$ cat config.mk
export PLATFORM = sky130hd
export DESIGN_NAME = c_rr_index_arbiter
export DESIGN_NICKNAME = d
export VERILOG_FILES = /design/src/rtl/c_rr_index_arbiter.sv
export SDC_FILE = /design/constraint.sdc
export NUM_CORES = 1
export LEC_CHECK = 0
export BUFFER_PORTS_ARGS = -buffer_cell sky130_fd_sc_hd__buf_2
export CAP_MARGIN = 20
export CORE_MARGIN = 2
export CORE_UTILIZATION = 52
export CTS_CLUSTER_SIZE = 12
export DETAILED_ROUTE_END_ITERATION = 10
export PLACE_DENSITY = 0.85
export SETUP_SLACK_MARGIN = 0.02
export SYNTH_ARGS = -nofsm -noshare
export SYNTH_HDL_FRONTEND = slang
export SYNTH_SLANG_ARGS = --single-unit
$ cat constraint.sdc
create_clock -name clk -period 2.8 [get_ports clk]
set_input_delay 0.84 -clock clk [delete_from_list [all_inputs] [get_ports clk]]
set_output_delay 0.84 -clock clk [all_outputs]
set_load 0.05 [all_outputs]
$ cat src/rtl/c_rr_index_arbiter.sv
// Round-robin arbiter with packet locking; registered binary grant index and priority pointer.
// Grant one edge after request; a held grant is released only by ack & tail (or reset).
module c_rr_index_arbiter #(
  parameter int num_ports   = 8,
  parameter bit lock_enable = 1'b1,
  localparam int width      = (num_ports > 1) ? $clog2(num_ports) : 1
) (
  input  logic                 clk,
  input  logic                 reset,
  input  logic [0:num_ports-1] req,
  input  logic                 ack,
  input  logic                 tail,
  output logic                 gnt_valid,
  output logic [0:width-1]     gnt_idx,
  output logic                 locked,
  output logic [0:width-1]     ptr
);

  typedef enum logic [1:0] {
    st_idle  = 2'd0,
    st_grant = 2'd1,
    st_lock  = 2'd2
  } state_t;

  localparam logic [width-1:0] last_idx = width'(num_ports - 1);

  state_t           state;
  logic             tail_eff;
  logic             any_req;
  logic [width-1:0] rel_ptr;
  logic [width-1:0] arb_ptr;
  logic [width-1:0] arb_idx;

  // First requester at or after p in cyclic order; lowest requester covers the wrap.
  function automatic logic [width-1:0] sel_fn(input logic [width-1:0] p,
                                              input logic [0:num_ports-1] r);
    logic             hi_found;
    logic [width-1:0] hi;
    logic [width-1:0] lo;
    hi_found = 1'b0;
    hi       = '0;
    lo       = '0;
    for (int j = num_ports - 1; j >= 0; j--) begin
      if (r[j]) begin
        lo = width'(j);
        if (j >= int'(p)) begin
          hi       = width'(j);
          hi_found = 1'b1;
        end
      end
    end
    return hi_found ? hi : lo;
  endfunction

  always_comb begin
    tail_eff = tail | !lock_enable;
    any_req  = |req;
    rel_ptr  = (gnt_idx == last_idx) ? '0 : gnt_idx + width'(1);
    // Re-arbitration on release uses the post-release pointer so there is no bubble.
    arb_ptr  = (state == st_idle) ? ptr : rel_ptr;
    arb_idx  = sel_fn(arb_ptr, req);
  end

  always_ff @(posedge clk or negedge reset) begin
    if (!reset) begin
      state     <= st_idle;
      gnt_valid <= 1'b0;
      gnt_idx   <= '0;
      locked    <= 1'b0;
      ptr       <= '0;
    end else begin
      case (state)
        st_idle: begin
          if (any_req) begin
            state     <= st_grant;
            gnt_valid <= 1'b1;
            gnt_idx   <= arb_idx;
          end
        end
        st_grant, st_lock: begin
          if (ack) begin
            if (!tail_eff) begin
              state  <= st_lock;
              locked <= 1'b1;
            end else begin
              ptr    <= rel_ptr;
              locked <= 1'b0;
              if (any_req) begin
                state     <= st_grant;
                gnt_valid <= 1'b1;
                gnt_idx   <= arb_idx;
              end else begin
                state     <= st_idle;
                gnt_valid <= 1'b0;
              end
            end
          end
        end
        default: begin
          state     <= st_idle;
          gnt_valid <= 1'b0;
          locked    <= 1'b0;
        end
      endcase
    end
  end

endmodule

# Yosys cells after proc, flatten, opt, wreduce, memory -nomap -nowiden
# Index checks and enable logic that the tools add are counted.
word_totals:
  wordCells: 86
  ff_bits: 10
op_classes:
  addsub: 1
  eq_ne: 6
  magnitude_cmp: 7
  muxes: 57
  n_bitwise: 1
  reduce_logical: 9
ops:
  columns: ["op", "count"]
  rows:
  - ["two-way mux 3 bit", 28]
  - ["two-way mux 1 bit", 22]
  - ["greater-or-equal comparator 3 bit, first input constant", 3]
  - ["AND reduction 3 bit", 3]
  - ["OR reduction 8 bit", 1]
  - ["greater-or-equal comparator 1 x 3 -> 1 bit, first input constant", 2]
  - ["greater-or-equal comparator 2 x 3 -> 1 bit, first input constant", 2]
  - ["two-way mux 2 bit", 3]
  - ["inequality test 2 bit, second input constant", 3]
  - ["case mux 3 bit (2 select lines)", 1]
  - ["case mux 1 bit (2 select lines)", 2]
  - ["case mux 2 bit (2 select lines)", 1]
  - ["AND reduction 2 bit", 2]
  - ["adder 3 x 1 -> 3 bit, second input constant", 1]
  - ["equality test 3 bit, second input constant", 1]
  - ["equality test 2 x 1 -> 1 bit, second input constant", 1]
  - ["equality test 2 bit, second input constant", 1]
  - ["zero test 2 bit", 1]
  - ["nonzero test 2 bit", 1]
  - ["OR reduction 2 bit", 1]
  - ["inverter 1 bit", 1]

# Logic depth before layout (Yosys ltp)
# Gate-level depths: netlist of the first run.
depth:
  depth_word: 23
  depth_mapped: 8
  ltp_nobuf: 7

# Worst setup path after synthesis of the first run
# Ideal clock, no wire load.
synth_timing:
  path_kind: "register to register"
  startpoint: "register gnt_idx[2] (netlist bit)"
  endpoint: "register gnt_idx[1] (netlist bit)"
  path_stages_with_launch: 8
  arrival_ns: 2.341
  setup_slack_ns: 0.338
  required_ns: 2.679
  path_cell_list: "dfrtp_1 > ha_1 > ha_1 > or4b_4 > o211a_1 > a211oi_2 > o21ai_1 > a22o_1"
synth_between:
  elab_chain_len: 23
  elab_cells_between_ends: 44
  cone_classes: "1 x add/sub; 7 x order compare; 1 x eq/ne; 35 x mux"
synth_lines:
  columns: ["item", "line", "source"]
  rows:
  - ["from (decl)", "14", "output logic [0:width-1] gnt_idx,"]
  - ["from (signal assigned)", "77", "gnt_idx <= arb_idx;"]
  - ["from (signal assigned)", "91", "gnt_idx <= arb_idx;"]
  - ["adder 3 x 1 -> 3 bit or equality test 3 bit (tied branches)", "58", "rel_ptr = (gnt_idx == last_idx) ? '0 : gnt_idx + width'(1);"]
  - ["two-way mux 3 bit *", "58", null]
  - ["named net rel_ptr[2]", "30", "logic [width-1:0] rel_ptr;"]
  - ["two-way mux 3 bit *", "60", "arb_ptr = (state == st_idle) ? ptr : rel_ptr;"]
  - ["greater-or-equal comparator 3 bit", "46", "if (j >= int'(p)) begin"]
  - ["two-way mux 3 bit or two-way mux 1 bit (tied branches)", "46", null]
  - ["two-way mux 3 bit or two-way mux 1 bit (tied branches)", "44", "if (r[j]) begin"]
  - ["two-way mux 3 bit or two-way mux 1 bit (tied branches)", "46", null]
  - ["(+8 left out)", null, null]
  - ["two-way mux 3 bit or two-way mux 1 bit (tied branches)", "44", null]
  - ["two-way mux 3 bit or two-way mux 1 bit (tied branches)", "46", null]
  - ["two-way mux 3 bit or two-way mux 1 bit (tied branches)", "44", null]
  - ["two-way mux 3 bit *", "52", "return hi_found ? hi : lo;"]
  - ["two-way mux 3 bit *", "74, 88", null]
  - ["two-way mux 3 bit", "82", "if (!tail_eff) begin"]
  - ["two-way mux 3 bit", "81", "if (ack) begin"]
  - ["case mux 3 bit (2 select lines) *", "72", "case (state)"]
# The timed path passes the listed nets; every way through them passes the cells marked *. The select of a mux whose other input is x is not followed.
# A chain may end at the register's enable or synchronous reset.

# Worst setup path in the final report of the first run
# Ends and elaborated chain as after synthesis.

==> impl_metrics.ini, run 1 <==
[synthesis]
post_synth_inst_count = 102
synth_top_area_share_pct = 29.76
ys_top_cells_by_area = dfrtp_1 30%, ha_1 6.0%, nor2_1 5.4%, nand2_1 4.5%, o21ai_0 4.2%
synth.cell_area_um2 = 840.8
synth_seq_area_share_pct = 29.76
syn_nets = 118
synth-seq-cells = 10
netlist_cell_types = 38
synth_top_area_cell = dfrtp_1
synth-warning-count = 0
synth.avg_cell_area_um2 = 8.243

[worst_setup_path]
endpoint_kind = register
cp_data_arrival_time_ps = 2510
worstRegToRegCells = 7
path_class = register to register
cp-start-kind = register
cp.required_ps = 2960
timing.critical_path.fanout_max = 6

[worst_hold_path]
hold_path.class = input pin to asynchronous set/reset pin

[die]
std_cell_rows = 14
io_pins = 20
die_width_um = 44.21
start_util_pct = 55.81
core_um2 = 1506
fp.dieArea_um2 = 1955
die_h_um = 44.21

[route]
drt_first_iter_violations = 52
vias = 931
avgViaCountPerCell = 6.603
finalWirelength_mm = 2.244
routedWlPerCell_um = 15.91
drc = 0
firstDrtPassIters = 4
antenna_violating_nets_post_route = 0

[timing]
final.setup.tns_ps = 0
report.final.slew_viol_count = 0
worst-slew-pin-transition_ps = 601.4
fin_worst_skew_ps = 6.854
fmax_achieved_ghz = 0.4257
setup_violations = 0
period_needed_ps = 2349
fin_ws_ps = 450.8
fin_crit_sh_pct = 83.90
finalHoldWorstSlack_ps = 419.9
slew_headroom_pct = 58.87
grt_setup_unrepaired = no
finalHoldViolations = 0

[clock_tree]
cts-buffers-inserted = 3
root_buffer_master = clkbuf_4
numClockSinks = 10
cts_tree = done
clock_tree.htree_level_count = 1
insertion_delay_ps = 270
clk_transition_reported_paths_ps = 70
cts.repair_timing.setup_buffer_count = 0
hold_buffers = 0
clk_path_buf_depth = 2
cts_resized = 0

[placement]
placed_cell_area_um2 = 955.9
dpl.hpwl_mm = 1.709
numPortBuffers = 19
gp_congestion = 0.9866
place_worst_setup_slack_ps = 406.5
numPlacedInstances = 137

[power_and_ir_drop]
power.static_leakage_nw = 0.4656
vdd_drop_max_v = 0.0006979
finalPower_mw = 1.292
power_density_nw_per_um2 = 1302

[global_routing]
grt_total_usage_pct = 25.98
grt_first_pass_wirelength_mm = 3.746
antenna_found_initial = 0
first_global_vias = 823
pin_count_of_the_biggest_net_entering_global_routing = 12
globalRouteOverflowTotal = 0

[cells_and_area]
insertedDiodeCount = 0
nNetsFinal = 142
nFillCells = 128
final_cell_count_without_fillers = 141
finished_core_util_pct = 65.86
synthToLayoutAreaGrowth_pct = 18.01
final_cell_area_um2 = 992.2
final_layout_size_suffix_gt1_share_pct = 23.20

[job]
number_of_maximum_capacitance_violations = 0

[run_status]
result_of_the_run = finished clean
synthesized netlist by cell type (all sizes together):
cell,count
a211oi,3
a22o,2
nand2,10
nand3,4
nor3b,1
nand4,2
or4b,2
a2111oi,1
a311oi,1
inv,6
nand2b,1
or3b,1
mux2,2
o32ai,1
o211ai,3
or4,2
nor2b,1
dfrtp,10
o31ai,2
ha,4
a31oi,1
o2111ai,2
o21a,3
nor2,12
nor3,2
or2b,1
buf,1
o21ai,10
or2,1
o211a,2
o2bb2ai,1
o311a,1
a21o,1
a21oi,4
mux2i,1
per-layer routing:
layer	up-vias	wire length (µm)	GRT usage, %
li1	439	-	-
met1	428	943	36.39
met2	60	1026	39.41
met3	4	253	9.388
met4	0	20	3.636
met5	-	0	0
report_power, final:
group          switching (mW)  internal, mW
combinational           0.566         0.307
clock                  0.0502        0.0789
sequential             0.0768         0.213
total                   0.693         0.599
cell usage in the layout (no fill, tap or decap), types with 2 or more instances in the layout:
cell	netlist	final
o2111ai_1	2	2
nor2_1	12	12
inv_1	6	6
dfrtp_1	10	10
or4_1	2	2
clkbuf_4	0	3
mux2_2	2	2
o31ai_1	2	2
nand2_1	10	10
a21oi_1	4	4
o21ai_1	3	3
buf_2	0	19
nand4_1	2	2
o211ai_1	3	3
nor3_1	2	2
nand3_1	4	4
o211a_1	2	2
ha_1	4	4
a22o_1	2	2
a211oi_1	2	2
o21ai_0	7	7
o21a_1	3	3
flip-flops by register name, summed over array words and instances (netlist names):
signal	cells
gnt_idx	3
ptr	3
state	2
gnt_valid	1
locked	1
cell families after synthesis:
family,synth area share [%]
AOI/OAI and AO/OA,32.29
and+or+nand+nor,24.55
muxes,3.869
DFF,29.76
buffers and inverters,3.572
adders and majority gates,5.953
layout make-up:
cell class                      instances  area [µm²]  share of cell area, %
Clock buffer                            4       36.28                  3.657
Inverter                                6       22.52                  2.270
Multi-Input combinational cell         85       560.5                  56.49
Sequential cell                        10       250.2                  25.22
Tap cell                               16       20.02                  2.018
Timing Repair Buffer                   20       102.6                  10.34
final timing paths:
check	slack (ps)	start	end
max in group asynchronous	2180	reset	gnt_idx[2]
worst min register to register	480	gnt_valid	gnt_valid
worst max register to register	450	gnt_idx[2]	gnt_idx[1]
min in group clk	480	gnt_valid	gnt_valid
worst max-delay path	450	gnt_idx[2]	gnt_idx[1]
worst min-delay path	420	reset	state[1]
critical path, stage by stage, from the launching register on:
cell and delay (ps):
dfrtp_1 430, ha_1 220, ha_1 340, or4b_4 490
o211a_1 240, a211oi_2 220, o21ai_1 80, a22o_1 210
Power figures use the tool's default switching activity.
==> run 2, diff against run 1 <==
Settings changed: CORE_UTILIZATION 52 to 47, PLACE_DENSITY 0.85 to 0.81.
Clock period 2.8 ns to 2 ns, I/O delays scaled along.
==> impl_metrics.ini, run 2 (same netlist as run 1, synthesis figures left out) <==
[power_and_ir_drop]
power.net_switching_mw = 1.010
power.static_leakage_nw = 0.5546
clockPowerShare_pct = 6.8
finalPower_mw = 2.041
power.internal_mw = 1.031
p_sw_share_pct = 49.49
power_density_nw_per_um2 = 1717
vdd_drop_max_v = 0.001196
p_seq_share_pct = 19.4
combinationalPowerShare_pct = 73.8

[cells_and_area]
insertedDiodeCount = 0
nFillCells = 136
finished_core_util_pct = 69.60
commonest_non_fill_non_tap_cell_in_the_layout = buf_4
synthToLayoutAreaGrowth_pct = 41.37
final_cell_area_um2 = 1189
ff_latch_area_um2 = 252.7
final_layout_size_suffix_gt1_share_pct = 37.67
multi_input_area_um2 = 595.6
largest_registers = gnt_idx (3), ptr (3), state (2)
final_cell_count_without_fillers = 171
leading_cell_types_in_the_layout_fill_and_taps_excluded = 22 x buf_4, 19 x buf_2, 12 x nor2_1, 10 x nand2_1, 8 x dfrtp_1
nNetsFinal = 163

[clock_tree]
root_buffer_master = clkbuf_4
insertion_delay_ps = 260
clock_tree.htree_level_count = 1
clk_transition_reported_paths_ps = 70
cts_tree = done
hold_buffers = 0
cts.repair_timing.setup_buffer_count = 0
numClockSinks = 10
cts-buffers-inserted = 3
clk_path_buf_depth = 2

[worst_setup_path]
cp-start-kind = register
r2r_start = gnt_idx[1]
crit_start = gnt_idx[1]
worstRegToRegCells = 7
cpMaxStageDelayCell = or4b_4
endpoint_kind = register
timing.rr.end = gnt_idx[1]
timing.critical_path.fanout_max = 4
cell_by_cell_listing_of_the_critical_path = ha_4, ha_4, or4b_4, o211a_1, a211oi_2, o21ai_1, a22o_1
crit_cells = 7
cp.required_ps = 2150
max_stage_delay_ps = 470
worst_path_most_repeated_cell = ha_4
cp_data_arrival_time_ps = 2260
path_class = register to register
cp.buffers_inverters = 0
timing.critical_path.to = gnt_idx[1]
worst_path_dominant_cell_family = compound AO/OA/AOI/OAI gates
rrSetupSlack_ps = -110

[global_routing]
grt_total_usage_pct = 23.63
global_routing_usage_on_met1_pct = 31.98
pin_count_of_the_biggest_net_entering_global_routing = 11
grt_first_pass_wirelength_mm = 3.594
met3_usage_pct = 7.451
first_global_vias = 863
globalRoute.busiestLayer = met2
globalRouteOverflowTotal = 0
global_route.usage.met2_pct = 35.83
antenna_found_initial = 0

[die]
std_cell_rows = 15
die_h_um = 46.30
io_pins = 20
core_um2 = 1708
start_util_pct = 49.23
fp.dieArea_um2 = 2143
die_width_um = 46.30

[placement]
numPortBuffers = 19
numPlacedInstances = 167
dpl.hpwl_mm = 1.920
placed_cell_area_um2 = 1152
gp_congestion = 0.9488

[run_status]
result_of_the_run = finished with violations
failed_checks = setup timing

[timing]
grt_setup_unrepaired = yes
fin_worst_skew_ps = 12.66
fin_ws_ps = -107.3
report.final.slew_viol_count = 0
setup_violations = 3
worst-slew-pin-transition_ps = 535.5
fmax_achieved_ghz = 0.4745
finalHoldViolations = 0
slew_headroom_pct = 64.21
fin_crit_sh_pct = 105.4
period_needed_ps = 2107

[route]
routedWlPerCell_um = 13.45
avgViaCountPerCell = 5.784
drc = 0
drt_first_iter_violations = 39
antenna_violating_nets_post_route = 0
firstDrtPassIters = 4
finalWirelength_mm = 2.300
vias = 989

[worst_hold_path]
hold_path.class = input pin to asynchronous set/reset pin

[job]
number_of_maximum_capacitance_violations = 0
==> run 2: power by group through the flow <==
stage | combinational, mW | clock [mW] | sequential [mW]
after floorplan | 0.720 | 0 | 0.651
after detailed placement | 1.45 | 0 | 0.401
after CTS | 1.48 | 0.144 | 0.397
final | 1.51 | 0.139 | 0.396
after global routing | 1.63 | 0.158 | 0.413
after global placement | 1.42 | 0 | 0.395
==> run 2: cell type report <==
cell class	count	share of cell area (%)
Clock buffer	4	2.211
Inverter	6	1.895
Multi-Input combinational cell	85	50.11
Sequential cell	10	21.26
Tap cell	25	2.632
Timing Repair Buffer	41	21.89
==> run 2: worst reg2reg max path, cell delays in order, from the launching register on <==
cell	delay [ps]
dfrtp_2	430
ha_4	170
ha_4	270
or4b_4	470
o211a_1	250
a211oi_2	140
o21ai_1	80
a22o_1	190
==> run 2: worst min path at each step <==
stage,to,slack [ps],cells after the start
2_1_floorplan,gnt_idx[0],300,0
3_3_place_gp,gnt_valid,460,1
3_5_place_dp,gnt_valid,460,1
4_1_cts,state[1],190,1
5_1_grt,state[1],190,1
6_report,state[1],190,1
==> run 2: layer usage <==
layer,routed length (µm),vias up
li1,-,482
met1,1023,456
met2,1082,45
met3,160,6
met4,34,0
met5,0,-
==> run 2: repair_timing <==
action                     CTS  global route
gates resized for setup      2             1
pin swaps                    2             1
setup endpoints to repair    3             3
==> run 2: per-stage QoR <==
step	worst slack (ps)	hold slack (ps)	setup TNS [ps]
floorplan	-218.9	304.4	-480.2
global placement	-83.68	462.3	-190.7
detailed placement	-120.9	462.5	-250.7
CTS	-99.24	185.6	-206.5
global route	-173.1	188.1	-441.3
finish	-107.3	185.1	-228.7
